==> src/rtl/fp_add_pipe_if.sv <==
// Operand/result stream bundle for fp_add_pipe.
// The slave modport is the adder side; the master modport is the dispatch/writeback side.
interface fp_add_pipe_if #(
  parameter int EXP_W = 8,
  parameter int MAN_W = 23,
  parameter int TAG_W = 4
);
  localparam int W = 1 + EXP_W + MAN_W;

  logic             in_valid;
  logic             in_ready;
  logic [W-1:0]     in_a;
  logic [W-1:0]     in_b;
  logic [1:0]       in_rm;
  logic [TAG_W-1:0] in_tag;
  logic             out_valid;
  logic             out_ready;
  logic [W-1:0]     out_result;
  logic [TAG_W-1:0] out_tag;
  logic [3:0]       out_flags;

  modport master (
    output in_valid, in_a, in_b, in_rm, in_tag, out_ready,
    input  in_ready, out_valid, out_result, out_tag, out_flags
  );

  modport slave (
    input  in_valid, in_a, in_b, in_rm, in_tag, out_ready,
    output in_ready, out_valid, out_result, out_tag, out_flags
  );
endinterface

==> src/rtl/fp_add_pipe.sv <==
// Three-stage IEEE 754 adder: S1 unpack/classify/align, S2 add/sub, S3 normalise/round/pack.
// Operands carry rounding mode and tag down the pipe; S3 registers drive the result stream.
module fp_add_pipe #(
  parameter int EXP_W = 8,
  parameter int MAN_W = 23,
  parameter int TAG_W = 4
) (
  input  logic          clk,
  input  logic          rst,
  fp_add_pipe_if.slave  bus
);
  localparam int W  = 1 + EXP_W + MAN_W;
  localparam int AW = MAN_W + 4;  // hidden + fraction + guard/round/sticky
  localparam int SW = MAN_W + 5;  // AW plus carry-out
  localparam logic [EXP_W-1:0] EXP_MAX = '1;
  localparam logic [W-1:0] QNAN = {1'b0, {EXP_W{1'b1}}, 1'b1, {(MAN_W-1){1'b0}}};
  localparam logic [1:0] RM_RNE = 2'b00, RM_RTZ = 2'b01, RM_RDN = 2'b10, RM_RUP = 2'b11;

  logic v1, v2, v3, adv1, adv2, adv3;
  assign adv3 = !v3 || bus.out_ready;
  assign adv2 = !v2 || adv3;
  assign adv1 = !v1 || adv2;
  assign bus.in_ready = adv1;

  // S1 combinational: unpack, classify, order by magnitude, align smaller operand
  logic             sa, sb;
  logic [EXP_W-1:0] ea, eb, xa, xb;
  logic [MAN_W-1:0] fa, fb;
  logic [MAN_W:0]   ma, mb, m_s;
  logic             nan_a, nan_b, inf_a, inf_b, a_big;
  logic             c_spec, c_inv, c_sign;
  logic [W-1:0]     c_spec_res;
  logic [EXP_W-1:0] c_exp, c_diff;
  logic [AW-1:0]    c_ml, c_ms, ext_s, sh_s, mask_s;

  assign {sa, ea, fa} = bus.in_a;
  assign {sb, eb, fb} = bus.in_b;

  always_comb begin
    nan_a  = (ea == EXP_MAX) && (fa != '0);
    nan_b  = (eb == EXP_MAX) && (fb != '0);
    inf_a  = (ea == EXP_MAX) && (fa == '0);
    inf_b  = (eb == EXP_MAX) && (fb == '0);
    xa     = (ea == '0) ? EXP_W'(1) : ea;
    xb     = (eb == '0) ? EXP_W'(1) : eb;
    ma     = {ea != '0, fa};
    mb     = {eb != '0, fb};
    a_big  = {ea, fa} >= {eb, fb};
    c_spec = nan_a || nan_b || inf_a || inf_b;
    c_inv  = (nan_a && !fa[MAN_W-1]) || (nan_b && !fb[MAN_W-1]) || (inf_a && inf_b && (sa != sb));
    if (nan_a || nan_b || (inf_a && inf_b && (sa != sb))) c_spec_res = QNAN;
    else if (inf_a)                                         c_spec_res = bus.in_a;
    else                                                    c_spec_res = bus.in_b;
    c_sign = a_big ? sa : sb;
    c_exp  = a_big ? xa : xb;
    c_diff = a_big ? (xa - xb) : (xb - xa);
    c_ml   = {(a_big ? ma : mb), 3'b000};
    m_s    = a_big ? mb : ma;
    ext_s  = {m_s, 3'b000};
    sh_s   = ext_s >> c_diff;
    mask_s = ~({AW{1'b1}} << c_diff);
    if (int'(c_diff) >= MAN_W + 3) c_ms = {{(AW-1){1'b0}}, |m_s};
    else                           c_ms = {sh_s[AW-1:1], sh_s[0] | (|(ext_s & mask_s))};
  end

  logic             s1_sign, s1_sub, s1_spec, s1_inv;
  logic [EXP_W-1:0] s1_exp;
  logic [AW-1:0]    s1_ml, s1_ms;
  logic [1:0]       s1_rm;
  logic [TAG_W-1:0] s1_tag;
  logic [W-1:0]     s1_spec_res;

  logic             s2_sign, s2_sub, s2_spec, s2_inv;
  logic [EXP_W-1:0] s2_exp;
  logic [SW-1:0]    s2_sum;
  logic [1:0]       s2_rm;
  logic [TAG_W-1:0] s2_tag;
  logic [W-1:0]     s2_spec_res;

  always_ff @(posedge clk) begin
    if (adv1 && bus.in_valid) begin
      s1_sign     <= c_sign;
      s1_sub      <= sa ^ sb;
      s1_spec     <= c_spec;
      s1_inv      <= c_inv;
      s1_spec_res <= c_spec_res;
      s1_exp      <= c_exp;
      s1_ml       <= c_ml;
      s1_ms       <= c_ms;
      s1_rm       <= bus.in_rm;
      s1_tag      <= bus.in_tag;
    end
    if (adv2 && v1) begin
      s2_sign     <= s1_sign;
      s2_sub      <= s1_sub;
      s2_spec     <= s1_spec;
      s2_inv      <= s1_inv;
      s2_spec_res <= s1_spec_res;
      s2_exp      <= s1_exp;
      s2_sum      <= s1_sub ? ({1'b0, s1_ml} - {1'b0, s1_ms}) : ({1'b0, s1_ml} + {1'b0, s1_ms});
      s2_rm       <= s1_rm;
      s2_tag      <= s1_tag;
    end
  end

  // S3 combinational: normalise (clamped at the subnormal exponent), round, pack
  int               lz, sh;
  logic [AW-1:0]    norm;
  logic [EXP_W:0]   e_n, e_r;
  logic [MAN_W+1:0] m_r;
  logic [MAN_W-1:0] frac;
  logic             inx, rup, tiny, to_max;
  logic [W-1:0]     res;
  logic [3:0]       flg;

  always_comb begin
    lz = SW - 1;
    for (int i = 0; i < SW - 1; i++) if (s2_sum[i]) lz = SW - 2 - i;
    sh = 0;
    if (s2_sum[SW-1]) begin
      norm = {s2_sum[SW-1:2], s2_sum[1] | s2_sum[0]};
      e_n  = {1'b0, s2_exp} + 1'b1;
    end else begin
      sh   = (lz < int'(s2_exp) - 1) ? lz : int'(s2_exp) - 1;
      norm = AW'(s2_sum << sh);
      e_n  = {1'b0, s2_exp} - (EXP_W+1)'(sh);
    end
    tiny = !norm[AW-1];
    inx  = norm[2] | norm[1] | norm[0];
    case (s2_rm)
      RM_RNE:  rup = norm[2] && (norm[1] || norm[0] || norm[3]);
      RM_RDN:  rup = s2_sign && inx;
      RM_RUP:  rup = !s2_sign && inx;
      default: rup = 1'b0;
    endcase
    m_r = {1'b0, norm[AW-1:3]} + (MAN_W+2)'(rup);
    if (m_r[MAN_W+1]) begin
      e_r  = e_n + 1'b1;
      frac = '0;
    end else begin
      e_r  = m_r[MAN_W] ? e_n : '0;
      frac = m_r[MAN_W-1:0];
    end
    res    = {s2_sign, e_r[EXP_W-1:0], frac};
    flg    = {2'b00, tiny && inx, inx};
    to_max = (s2_rm == RM_RTZ) || (s2_rm == RM_RDN && !s2_sign) || (s2_rm == RM_RUP && s2_sign);
    if (s2_spec) begin
      res = s2_spec_res;
      flg = {s2_inv, 3'b000};
    end else if (s2_sum == '0) begin
      res = {(s2_sub ? (s2_rm == RM_RDN) : s2_sign), {(W-1){1'b0}}};
      flg = 4'b0000;
    end else if (e_r >= {1'b0, EXP_MAX}) begin
      res = to_max ? {s2_sign, EXP_MAX - 1'b1, {MAN_W{1'b1}}} : {s2_sign, EXP_MAX, {MAN_W{1'b0}}};
      flg = 4'b0101;
    end
  end

  logic [W-1:0]     r_result;
  logic [TAG_W-1:0] r_tag;
  logic [3:0]       r_flags;

  always_ff @(posedge clk or posedge rst) begin
    if (rst) begin
      v1       <= 1'b0;
      v2       <= 1'b0;
      v3       <= 1'b0;
      r_result <= '0;
      r_tag    <= '0;
      r_flags  <= '0;
    end else begin
      if (adv1) v1 <= bus.in_valid;
      if (adv2) v2 <= v1;
      if (adv3) begin
        v3 <= v2;
        if (v2) begin
          r_result <= res;
          r_tag    <= s2_tag;
          r_flags  <= flg;
        end
      end
    end
  end

  assign bus.out_valid  = v3;
  assign bus.out_result = r_result;
  assign bus.out_tag    = r_tag;
  assign bus.out_flags  = r_flags;
endmodule

==> src/flat_wrapper.sv <==
// flat-port wrapper written by rule: the top's interface ports become plain ports
module fp_add_pipe_flat 
#(
  parameter int EXP_W = 8,
  parameter int MAN_W = 23,
  parameter int TAG_W = 4
)
  (clk, rst, bus_in_valid, bus_in_a, bus_in_b, bus_in_rm, bus_in_tag, bus_out_ready, bus_in_ready, bus_out_valid, bus_out_result, bus_out_tag, bus_out_flags);
  fp_add_pipe_if #(.EXP_W(EXP_W), .MAN_W(MAN_W), .TAG_W(TAG_W)) bus_i ();
  input  logic clk;
  input  logic rst;
  input wire logic [$bits(bus_i.in_valid)-1:0] bus_in_valid;
  input wire logic [$bits(bus_i.in_a)-1:0] bus_in_a;
  input wire logic [$bits(bus_i.in_b)-1:0] bus_in_b;
  input wire logic [$bits(bus_i.in_rm)-1:0] bus_in_rm;
  input wire logic [$bits(bus_i.in_tag)-1:0] bus_in_tag;
  input wire logic [$bits(bus_i.out_ready)-1:0] bus_out_ready;
  output wire logic [$bits(bus_i.in_ready)-1:0] bus_in_ready;
  output wire logic [$bits(bus_i.out_valid)-1:0] bus_out_valid;
  output wire logic [$bits(bus_i.out_result)-1:0] bus_out_result;
  output wire logic [$bits(bus_i.out_tag)-1:0] bus_out_tag;
  output wire logic [$bits(bus_i.out_flags)-1:0] bus_out_flags;
  assign bus_i.in_valid = bus_in_valid;
  assign bus_i.in_a = bus_in_a;
  assign bus_i.in_b = bus_in_b;
  assign bus_i.in_rm = bus_in_rm;
  assign bus_i.in_tag = bus_in_tag;
  assign bus_i.out_ready = bus_out_ready;
  assign bus_in_ready = bus_i.in_ready;
  assign bus_out_valid = bus_i.out_valid;
  assign bus_out_result = bus_i.out_result;
  assign bus_out_tag = bus_i.out_tag;
  assign bus_out_flags = bus_i.out_flags;
  fp_add_pipe #(.EXP_W(EXP_W), .MAN_W(MAN_W), .TAG_W(TAG_W)) u_core (.clk(clk), .rst(rst), .bus(bus_i));
endmodule
==> config.mk <==
export PLATFORM = sky130hd
export DESIGN_NAME = fp_add_pipe_flat
export DESIGN_NICKNAME = d
export VERILOG_FILES = /design/src/rtl/fp_add_pipe_if.sv /design/src/rtl/fp_add_pipe.sv /design/src/flat_wrapper.sv
export SDC_FILE = /design/constraint.sdc
export NUM_CORES = 1
export LEC_CHECK = 0
export ABC_AREA = 1
export CORE_MARGIN = 8
export CORE_UTILIZATION = 30
export DETAILED_ROUTE_END_ITERATION = 7
export RECOVER_POWER = 50
export SYNTH_ARGS = -nofsm -noshare
export SYNTH_HDL_FRONTEND = slang
export SYNTH_SLANG_ARGS = --single-unit
==> constraint.sdc <==
create_clock -name clk -period 11.8 [get_ports clk]
set_input_delay 2.36 -clock clk [delete_from_list [all_inputs] [get_ports clk]]
set_output_delay 2.36 -clock clk [all_outputs]
set_load 0.01 [all_outputs]
Word-level counts from Yosys, hierarchy flattened:

Index checks and enable logic that the tools add are counted.

* $add $sub $neg: 9
* multiplexer cells: 52
* reductions and logical operators: 49
* equal/unequal tests: 6
* bitwise logic cells: 7
* $lt $le $gt $ge: 4
* shift operators: 3

Operators by type and width (count)
* $mux W32: 4
* $mux W5: 16
* $mux W24: 3
* $logic_not A23 Y1: 2
* $reduce_bool A23 Y1: 2
* $mux W4: 10
* $lt A6 B32 Y1: 1
* $mux W8: 4
* $shl A28 B32 Y27: 1
* $ge A31 B31 Y1: 1
* $mux W31: 1
* $add A27 B27 Y28: 1
* $logic_not A28 Y1: 1
* $mux W28: 1
* $sub A27 B27 Y28: 1
* $and A27 B27 Y27: 1
* $mux W27: 1
* $mux W9: 3
* $not A27 Y27: 1
* $reduce_or A27 Y1: 1
* $shl A27 B8 Y27 const A: 1
* $shr A27 B8 Y27: 1
* $add A24 B1 Y25: 1
* $reduce_or A24 Y1: 1
* other kinds (25): 70

* output and inout port bits: 42
* word-level logic and storage cells: 156
* register bits after elaboration: 222
* input port bits: 74

Depth between registers and ports, before layout:

* depth after elaboration: 42
* mapped depth: 62
* mapped depth without buffers: 62

Least setup slack after synthesis:

Ideal clock, no wire load.

* kind: input-to-reg
* from: input bus_in_b[2]
* to: register u_core.s1_ms[0] (data pin)
* library setup time: 0.273 ns
* buffers on the path: 1
* data arrival time: 6.409 ns
* slack: 5.118 ns
* required time: 11.527 ns
* stages: 28
* path through: inv_1 > ha_1 > nand2_1 > nor2_1 > a211oi_1 > o21ai_0 > nand3_1 > a21oi_1 > a2111oi_0 > o221ai_1 > nand3_1 > nand3_1 > inv_1 > clkbuf_1 > o21ai_0 > xor2_1 > nor2_1 > inv_1 > nor2_1 > o21ai_1 > nor2_1 > clkinv_1 > o311ai_0 > nand3_1 > a2111oi_0 > nand4_1 > nor4_1 > o211ai_1

* cells in the longest elaborated chain, start to end: 8
* elaborated cells on any way between the ends: 12
* classes of those cells: order compare: 2; shift: 2; mux: 3; bitwise: 3; reduce/logical: 2

Ends and longest elaborated chain
* start, declared: RTL line flat_wrapper.sv:14 `input wire logic [$bits(bus_i.in_b)-1:0] bus_in_b;`
* $ge A31 B31 Y1: RTL line fp_add_pipe.sv:48 `a_big = {ea, fa} >= {eb, fb};`
* $mux W8: RTL line fp_add_pipe.sv:56 `c_diff = a_big ? (xa - xb) : (xb - xa);`
* $shl A27 B8 Y27: RTL line fp_add_pipe.sv:61 `mask_s = ~({AW{1'b1}} << c_diff);`
* $not A27 Y27: RTL line fp_add_pipe.sv:61
* $and A27 B27 Y27: RTL line fp_add_pipe.sv:63 `else c_ms = {sh_s[AW-1:1], sh_s[0] | (|(ext_s & mask_s))};`
* $reduce_or A27 Y1: RTL line fp_add_pipe.sv:63
* $or A1 B1 Y1: RTL line fp_add_pipe.sv:63
* $mux W1 *: RTL line fp_add_pipe.sv:62 `if (int'(c_diff) >= MAN_W + 3) c_ms = {{(AW-1){1'b0}}, |m_s};`
* named net u_core.c_ms[0]: RTL line fp_add_pipe.sv:34 `logic [AW-1:0] c_ml, c_ms, ext_s, sh_s, mask_s;`
* end signal, assigned: RTL line fp_add_pipe.sv:89 `s1_ms <= c_ms;`
* end, declared: RTL line fp_add_pipe.sv:68 `logic [AW-1:0] s1_ml, s1_ms;`

The timed path passes the listed nets; every way through them passes the cells marked *.
A chain may end at the register's enable or synchronous reset.

Final worst setup path:

* from: input bus_in_b[24]
* to: register u_core.s1_ms[0] (data pin)

* cells in the longest elaborated chain, start to end: 10
* elaborated cells on any way between the ends: 17
* classes of those cells: add/sub: 2; order compare: 2; shift: 2; mux: 4; bitwise: 3; reduce/logical: 4

Ends and longest elaborated chain
* $logic_not A8 Y1: RTL line fp_add_pipe.sv:45 `xb = (eb == '0) ? EXP_W'(1) : eb;`
* $mux W8: RTL line fp_add_pipe.sv:45
* $sub A8 B8 Y8: RTL line fp_add_pipe.sv:56
* $mux W8: RTL line fp_add_pipe.sv:56
* $shl A27 B8 Y27: RTL line fp_add_pipe.sv:61
* $not A27 Y27: RTL line fp_add_pipe.sv:61
* $and A27 B27 Y27: RTL line fp_add_pipe.sv:63
* $reduce_or A27 Y1: RTL line fp_add_pipe.sv:63
* $or A1 B1 Y1: RTL line fp_add_pipe.sv:63
* $mux W1 *: RTL line fp_add_pipe.sv:62
* named net u_core.c_ms[0]: RTL line fp_add_pipe.sv:34

Marked as above.

==> results.cfg <==
[sta]
hold_viol_final = 0
post-route-min-period_ps = 8520
slew_headroom = -1.52
timing.hold.ws_ps = 417
fin_worst_skew_ps = 24.6
finalSetupTns_ps = 0
setup_violations = 0
max_freq_mhz = 117
fin_crit_sh = 0.722
slew_violations = 199
worst_pin_slew_ps = 3780
rsz0062_at_grt = false

[yosys]
synth-edff-count = 179
syn_avg_cell_area_sq_um = 7.39
synth_async_sr_flop_share = 0.194
ys_warn_count = 0
synth_flop_cell = edfxtp_1
postSynthCellCount = 2417
synth_cell_types = 57
synth-seq-area-share = 0.361
synth_seq_cells = 222
synth.net_count = 2607
netlist_area_sq_um = 17900

[cts]
cts_made_buffers = 26
cts_tree = yes
post_cts_buffers = 0
clock-sinks = 222
post_cts_resized = 0
cts_root_buffer = clkbuf_16
clkLatencyLatePin_ps = 550
path_clk_slew_ps = 60
htreeDepth = 1
hold_buffers = 0
clock_path_buffers = 3

[drt]
routed_via_density = 5.14
wl_per_cell_um = 18.1
drtIter0Drc = 1735
vias = 16792
drtAntennaViolNets = 0
drc_errors = 0
wirelength_um = 59200
firstDrtPassIters = 6

[placement]
place_congestion = 0.978
dp_hpwl_um = 47300
portBuffers = 115
dp.cells = 3221

[floorplanning]
placement_rows = 89
chipWidth_um = 260
die_h_um = 260
dieArea_sq_um = 67600
coreArea_sq_um = 58900
start_util = 0.303
io_pins = 116

[worst_setup_path]
end_kind = register
cp_max_fo = 107
arrival_ps = 8790
criticalPathCategory = in2reg
cp-start-kind = primary input
r2r_slack_ps = 4420
r2r_start = u_core.s2_sum[3]
setup.worst_path.start = bus_in_b[24]
cp.required_ps = 12070

[pwr]
p_leak_nw = 9.12
ir_drop_uv = 111
power.density_nw_per_um2 = 203

[cells_and_area]
fin_nets = 2666
diodes = 0
drive_above_1_share = 0.0565
nFillCells = 6193
fin_cells = 3269
final_util = 0.348
seqCellArea_sq_um = 6450
multi_input_area_sq_um = 9810
syn2layout_area_growth_pct = 14.7

[global_route]
track_usage = 0.167
grt_pass1_wl_um = 90000
overflow = 0
grt_max_degree = 108
antenna_found_initial = 2
grt_pass1_vias = 15462

[run_status]
status = complete, but fails checks
violations = capacitance limit, slew limit

[min_path]
min_path_type = reg2reg
worstHoldStart = u_core.s1_spec_res[14]

[flow_run]
maxCapViolations = 4
-- flip-flops by register name, summed over array words and instances (netlist names), 2 cells and up --
name / flops
u_core.s1_ml: 24
u_core.s2_sum: 28
u_core.bus.out_tag: 4
u_core.s1_ms: 27
u_core.s1_exp: 8
u_core.bus.out_flags: 4
u_core.s1_tag: 4
u_core.s1_rm: 2
u_core.s2_exp: 8
u_core.s2_tag: 4
u_core.s2_rm: 2
u_core.bus.out_result: 32
u_core.s2_spec_res: 32
u_core.s1_spec_res: 32
-- metrics by stage --
| stage | setup slack (ps) | cell area, sq um | total power, mW |
|---|---|---|---|
| 2_1_floorplan | 5120 | 17900 | 2.68 |
| 3_3_place_gp | 3070 | 19700 | 3.39 |
| 6_report | 3280 | 20500 | 4.16 |
| 3_5_place_dp | 2880 | 19700 | 3.39 |
| 5_1_grt | 2770 | 20500 | 4.46 |
| 4_1_cts | 3460 | 20500 | 4.17 |
-- kinds of logic after synthesis --
| group | share of synthesized area |
|---|---|
| compound gates | 0.137 |
| xor+xnor | 0.0245 |
| fa+ha+maj | 0.0829 |
| buf+inv | 0.0919 |
| flops | 0.361 |
| mux | 0.00560 |
| simple gates | 0.297 |
-- worst paths after layout --
check,end,cells after the start
worst max-delay path,u_core.s1_ms[0],22
worst min-delay path,u_core.s2_spec_res[14],0
worst max register to register,u_core.bus.out_result[18],59
worst min register to register,u_core.s2_spec_res[14],0
max in group asynchronous,u_core.bus.out_result[8],3
min in group asynchronous,u_core.bus.out_result[30],3
-- layer usage --
layer / track usage / up-vias / routed length, um / share of wire
li1: - / 8311 / - / -
met1: 0.237 / 7854 / 27400 / 0.46
met2: 0.273 / 552 / 26900 / 0.45
met3: 0.0175 / 73 / 3670 / 0.062
met4: 0.0379 / 2 / 1190 / 0.020
met5: 0 / - / 13 / 0.00022
-- synthesized netlist by cell type (6+ instances only) --
cell / number / area, sq um
o221ai_1: 6 / 52.6
nor3_1: 26 / 130
a21oi_1: 179 / 896
edfxtp_1: 179 / 5380
inv_2: 7 / 26.3
nor4_1: 17 / 106
o21ai_0: 175 / 876
o211ai_1: 14 / 105
nand2_2: 12 / 75.1
o21bai_1: 7 / 52.6
or2_2: 9 / 56.3
clkbuf_1: 74 / 278
buf_2: 7 / 35.0
nor2_2: 6 / 37.5
o31ai_1: 10 / 75.1
mux2i_1: 10 / 100
inv_1: 290 / 1090
buf_6: 10 / 113
nand2_1: 527 / 1980
buf_4: 9 / 67.6
nor2_1: 173 / 649
nand2_4: 8 / 90.1
nand4_1: 37 / 231
nand3_2: 18 / 180
ha_1: 112 / 1400
xor2_1: 41 / 359
dfrtp_1: 43 / 1080
nand3_1: 324 / 1620
o21ai_1: 12 / 60.1
xnor2_1: 9 / 78.8
buf_1: 6 / 22.5
a31oi_1: 6 / 37.5
-- layout make-up --
cell class                      instances  area share
Tap cell                              773      0.0472
Multi-Input combinational cell       1789       0.479
Clock inverter                         17     0.00763
Sequential cell                       222       0.315
Timing Repair Buffer                  137      0.0633
Inverter                              300      0.0550
Clock buffer                           31      0.0332
-- placed cells by master, fill, tap and decap left out, drive strengths merged, types with 16 or more instances in the layout --
| master | count |
|---|---|
| o21ai | 192 |
| xor2 | 41 |
| nand2 | 548 |
| inv | 297 |
| nor3 | 26 |
| a21oi | 180 |
| buf | 17 |
| nor4 | 17 |
| dlygate4sd3 | 51 |
| nand3 | 343 |
| dfrtp | 43 |
| nor2 | 184 |
| clkdlybuf4s50 | 64 |
| clkbuf | 36 |
| ha | 112 |
| clkinv | 16 |
| nand4 | 38 |
| edfxtp | 179 |
-- power by group --
| group | internal (mW) | total (mW) | switching, mW |
|---|---|---|---|
| clock | 0.457 | 0.771 | 0.314 |
| sequential | 1.06 | 1.18 | 0.120 |
| combinational | 0.713 | 2.20 | 1.49 |
-- worst max-delay path, stage by stage --
cell and delay, ps:
clkdlybuf4s50_1 600, inv_1 140, ha_1 320, inv_1 40, nor4_1 670, nand4_1 270
nand3_4 150, buf_4 680, mux2i_1 360, xor2_1 170, buf_4 260, inv_1 390
nand2_1 240, o21ai_1 230, nor2_1 400, clkinv_1 360, o311ai_0 190, nand3_1 110
a2111oi_0 310, nand4_1 140, nor4_1 230, o211ai_1 130
No activity file was read; power rests on OpenSTA's default activity.
